**config.mk**
```make
export PLATFORM = sky130hd
export DESIGN_NAME = data_bus_fifo
export DESIGN_NICKNAME = d
export VERILOG_FILES = /design/src/rtl/data_bus_pkg.sv /design/src/rtl/data_bus_mem.sv /design/src/rtl/data_bus_fifo.sv
export SDC_FILE = /design/constraint.sdc
export NUM_CORES = 1
export LEC_CHECK = 0
export BUFFER_PORTS_ARGS = -buffer_cell sky130_fd_sc_hd__buf_2
export CORE_MARGIN = 4
export CORE_UTILIZATION = 58
export DETAILED_ROUTE_END_ITERATION = 8
export HOLD_SLACK_MARGIN = 0.08
export PLACE_DENSITY = 0.82
export SYNTH_ARGS = -nofsm -noshare
export SYNTH_HDL_FRONTEND = slang
export SYNTH_SLANG_ARGS = --single-unit
```
**constraint.sdc**
```tcl
create_clock -name clk -period 2.9 [get_ports clk]
set_clock_uncertainty 0.05 [all_clocks]
set_input_delay 0.145 -clock clk [delete_from_list [all_inputs] [get_ports clk]]
set_output_delay 0.145 -clock clk [all_outputs]
set_load 0.05 [all_outputs]
```
**src/rtl/data_bus_pkg.sv**
```systemverilog
// Shared constants and helpers for the data bus family of blocks.
package data_bus_pkg;

  localparam int unsigned DefaultWidth = 4;
  localparam int unsigned DefaultDepth = 4;

  // Pointer width for a power-of-two buffer; never narrower than one bit.
  function automatic int unsigned ptr_width(input int unsigned depth);
    return (depth > 1) ? $clog2(depth) : 1;
  endfunction

endpackage

```
**src/rtl/data_bus_mem.sv**
```systemverilog
// DEPTH x WIDTH register array: one synchronous write port, one asynchronous read port.
// Contents are deliberately not reset.
module data_bus_mem #(
  parameter int unsigned WIDTH = 4,
  parameter int unsigned DEPTH = 4,
  parameter int unsigned AW    = 2
) (
  input  logic             clk_i,
  input  logic             we_i,
  input  logic [AW-1:0]    waddr_i,
  input  logic [WIDTH-1:0] wdata_i,
  input  logic [AW-1:0]    raddr_i,
  output logic [WIDTH-1:0] rdata_o
);

  logic [WIDTH-1:0] mem_q [DEPTH];

  // Write port: store the word on the clock edge.
  always_ff @(posedge clk_i) begin
    if (we_i) begin
      mem_q[waddr_i] <= wdata_i;
    end
  end

  // Read port: combinational lookup of the addressed entry.
  always_comb begin
    rdata_o = mem_q[raddr_i];
  end

endmodule

```
**src/rtl/data_bus_fifo.sv**
```systemverilog
// Valid/ready FIFO for the data bus. Status flags are decoded from the registered
// count only, so there is no combinational path from validIn/readyIn to the outputs.
module data_bus_fifo
  import data_bus_pkg::*;
#(
  parameter int unsigned  WIDTH = DefaultWidth,
  parameter int unsigned  DEPTH = DefaultDepth,
  localparam int unsigned CNT_W = $clog2(DEPTH + 1)
) (
  input  logic             clk,
  input  logic             reset,
  input  logic             flush,
  input  logic [WIDTH-1:0] dataIn,
  input  logic             validIn,
  output logic             readyOut,
  output logic [WIDTH-1:0] dataOut,
  output logic             validOut,
  input  logic             readyIn,
  output logic [CNT_W-1:0] count,
  output logic             overflowErr
);

  localparam int unsigned AW = ptr_width(DEPTH);

  logic [AW-1:0]    wr_ptr_q, wr_ptr_d;
  logic [AW-1:0]    rd_ptr_q, rd_ptr_d;
  logic [CNT_W-1:0] count_q, count_d;
  logic             overflow_q, overflow_d;
  logic             wr_en, rd_en, mem_we;
  logic [WIDTH-1:0] mem_rdata;

  data_bus_mem #(
    .WIDTH (WIDTH),
    .DEPTH (DEPTH),
    .AW    (AW)
  ) u_mem (
    .clk_i   (clk),
    .we_i    (mem_we),
    .waddr_i (wr_ptr_q),
    .wdata_i (dataIn),
    .raddr_i (rd_ptr_q),
    .rdata_o (mem_rdata)
  );

  // Output decode from registered state only.
  always_comb begin
    readyOut    = (count_q != CNT_W'(DEPTH));
    validOut    = (count_q != '0);
    dataOut     = validOut ? mem_rdata : '0;
    count       = count_q;
    overflowErr = overflow_q;
  end

  // Handshake qualification and next-state; flush beats any read or write.
  always_comb begin
    wr_en      = validIn && readyOut;
    rd_en      = validOut && readyIn;
    mem_we     = wr_en && !flush;
    overflow_d = overflow_q | (validIn && !readyOut);
    wr_ptr_d   = wr_ptr_q;
    rd_ptr_d   = rd_ptr_q;
    count_d    = count_q;
    if (flush) begin
      wr_ptr_d = '0;
      rd_ptr_d = '0;
      count_d  = '0;
    end else begin
      // Pointers wrap naturally because DEPTH is a power of two.
      if (wr_en) wr_ptr_d = wr_ptr_q + AW'(1);
      if (rd_en) rd_ptr_d = rd_ptr_q + AW'(1);
      count_d = count_q + CNT_W'(wr_en) - CNT_W'(rd_en);
    end
  end

  // State registers, cleared asynchronously on reset.
  always_ff @(posedge clk or posedge reset) begin
    if (reset) begin
      wr_ptr_q   <= '0;
      rd_ptr_q   <= '0;
      count_q    <= '0;
      overflow_q <= 1'b0;
    end else begin
      wr_ptr_q   <= wr_ptr_d;
      rd_ptr_q   <= rd_ptr_d;
      count_q    <= count_d;
      overflow_q <= overflow_d;
    end
  end

  // Fill level stays within 0..DEPTH.
  assert property (@(posedge clk) disable iff (reset) count_q <= CNT_W'(DEPTH))
    else $error("data_bus_fifo: count exceeds DEPTH");

endmodule

```
==> reports/summary.txt <==
Clock root buffer master -> clkbuf_4
Finished Cell Area -> 0.00133 mm²
H-tree depth -> 1
Core Box Area -> 0.00178 mm²
Vias in the first global route -> 701
FF/Latch Area -> 681 µm²
Initial antenna violation count -> 0
WS Path Type -> reg -> reg
Largest net degree at the start of global routing -> 14
Grt ovf -> 0
Final ANT Viol Nets -> 0
Yosys warnings -> 0
Routed vias/inst -> 4.96
Io pins -> 19
Clock Latency Late Sink -> 0.31 ns
Pint -> 0.664 mW
Multi-input logic area -> 400 µm²
Logic pwr share -> 0.484
Die Height -> 52.0 µm
Crit path max-delay cell type -> dfrtp_1
Distinct cell type count after synthesis -> 25
RSZ-0062 raised after global routing -> no
Nets -> 119
Final-report max-slew violation count -> 0
CP endpoint kind -> register
Seq cells post-synth -> 24
Biggest area consumer among synthesized cells -> edfxtp_1
DR pass1 iterations -> 4
Initial drt markers -> 10
Num rows -> 15
WL final -> 1.78 mm
Inserted Diodes -> 0
Hold slack -> 0.151 ns
Worst r2r src -> count[1]
Max-Cap Viols -> 0
Clock share of power -> 0.120
Final worst path period share -> 0.709
Min-Delay Endpoint -> rd_ptr_q[1]
CTS clk-pin slew, worst paths -> 0.12 ns
Post_cts resized -> 0
CTS Buf Count -> 3
HPWL after DPL -> 1.31 mm
Power Density -> 919 mW/mm²
Reg2reg end -> count[2]
WP data required -> 3.06 ns
Async SR Flop Fraction -> 0.333
Switch share -> 0.455
Leak -> 0.548 nW
Slowest stage delay, CP -> 0.52 ns
P_sw -> 0.553 mW
Top area cells in the synthesized netlist -> edfxtp_1 43%, dfrtp_1 18%, mux4_2 8.0%
Top cell type's share of synthesized area -> 0.428
Worst slew margin -> 0.708
Synthesized area -> 0.00112 mm²
Largest fanout on the critical path -> 6
Final hold viol count -> 0
DR DRC count -> 0
Sequential area share after synthesis -> 0.606
Sequential Power Share -> 0.396
Hold path depth -> 4
Post CTS Setup Buffer Count -> 0
Minimum clock period -> 2.06 ns
Area after DPL -> 0.00123 mm²
Hold Crit Class -> in -> reg
Global Route Usage Sum -> 0.169
Worst Min Path Start -> readyIn
Status -> finished, final reports clean
TritonCTS clock tree -> built
Worst Path Arrival -> 2.22 ns
Initial Util -> 0.629
Slew @ Worst Pin -> 0.436 ns
Worst reg-to-reg setup slack -> 0.84 ns
First-pass GRT wire length -> 3.19 mm
Syn_nets -> 91
DR vias -> 635
Reg2reg path depth -> 8
Count of final setup violators -> 0
Fillcell total -> 122
Die Area -> 0.00270 mm²
PortBufs -> 18
Crit-path cells -> nor3b_4, nor2_1, xnor2_1, ha_1, inv_1, fa_1, xnor2_1, nor2_1
Setup TNS -> 0 ns
CTS Sinks -> 24
Syn_area_per_cell -> 14.8 µm²
Startpoint types -> register
Share of cells above drive strength 1 -> 0.272
EDFF count, synth -> 16
Routed len/inst -> 13.9 µm
Fmax -> 486 MHz
Primary FF master, synth -> edfxtp_1
Routability cong. -> 0.812
Layout area overhead -> 18.1%
Gate Count Post-Synth -> 76
Worst vdd ir -> 0.000549 V
Die X-Extent -> 52.0 µm
Clock buffer depth -> 2
[flip-flops by register name (all words and copies together) (netlist names)]
name	cells
rd_ptr_q	2
count	3
wr_ptr_q	2
overflowErr	1
u_mem.mem_q	16
[cells by family after synthesis]
logic type                 after synthesis  share of synthesized area
adders and majority gates                6                     0.0736
AOI/OAI and AO/OA                        6                     0.0357
muxes                                    5                     0.0892
buffers and inverters                    9                     0.0368
and+or+nand+nor                         22                      0.127
xor gates and xnor gates                 4                     0.0312
DFF                                     24                      0.606
[layout by cell type (no fill, tap or decap), drive strengths merged]
cell type    instances
a21o                 1
a21oi                2
and2                 4
and2b                4
buf                 18
clkbuf               4
dfrtp                8
dlygate4sd3          7
edfxtp              16
fa                   1
ha                   5
inv                  7
mux2i                1
mux4                 4
nand2                1
nand2b               2
nor2                 5
nor2b                1
nor3                 2
nor3b                1
o21ai                2
o31ai                1
or3                  2
xnor2                2
xor2                 2
[synth_stat cells (all sizes together) (2+ instances only)]
library cell and count:
mux4 4, nand2b 2, xnor2 2, and2 4
ha 5, edfxtp 16, dfrtp 8, xor2 2
o21ai 2, nor2 5, a21oi 2, inv 7
nor3 2, and2b 4, or3 2
[layer usage]
| layer | routed length, µm | track usage | vias up |
|---|---|---|---|
| li1 | - | - | 319 |
| met2 | 912 | 0.282 | 11 |
| met5 | 0 | 0 | - |
| met4 | 11 | 0.0655 | 0 |
| met3 | 76 | 0.0372 | 2 |
| met1 | 775 | 0.214 | 303 |
[worst max path at each step]
stage / cells after the start / slack [ns] / start / end
after global placement: 8 / 0.91 / count[1] / count[2]
after detailed placement: 8 / 0.85 / count[1] / count[2]
after floorplan: 8 / 0.68 / count[2] / count[2]
after global routing: 8 / 0.68 / count[1] / count[2]
final: 8 / 0.84 / count[1] / count[2]
after CTS: 8 / 0.83 / count[1] / count[2]
[area by class of cell]
type	instances	share of cell area
timing repair buffer	25	0.121
multi-input combinational	43	0.302
inverter	7	0.0198
clock buffer	4	0.0198
sequential	24	0.514
tap	25	0.0236
[critical path, delay by kind of cell (launching register included)]
| family | cells | cell delay (ns) |
|---|---|---|
| XOR/XNOR | 2 | 0.31 |
| AND/OR/NAND/NOR | 3 | 0.52 |
| buffers and inverters | 1 | 0.05 |
| adder cells (fa/ha/maj) | 2 | 0.52 |
| flip-flops | 1 | 0.52 |
[through the flow]
stage	utilization	std cells	worst slack (ns)	total power, mW
6_report	0.743	128	0.844	1.22
5_1_grt	0.743	128	0.678	1.30
4_1_cts	0.743	128	0.834	1.23
3_5_place_dp	0.689	117	0.853	1.08
3_3_place_gp	0.689	117	0.909	1.07
2_1_floorplan	-	76	0.682	0.966
[what timing repair did]
| action | in CTS | in global routing |
|---|---|---|
| hold buffers | 7 | 0 |
| endpoints found under the setup margin | 0 | 0 |
| endpoints found under the hold margin | 31 | 0 |
[power by group through the flow]
stage,logic (mW),clock network [mW],registers [mW]
after floorplan,0.422,0,0.543
after global placement,0.578,0,0.488
after detailed placement,0.587,0,0.492
after CTS,0.596,0.150,0.484
after global routing,0.640,0.169,0.492
final,0.589,0.146,0.482
Note: power is estimated with default switching activity, not from simulation.
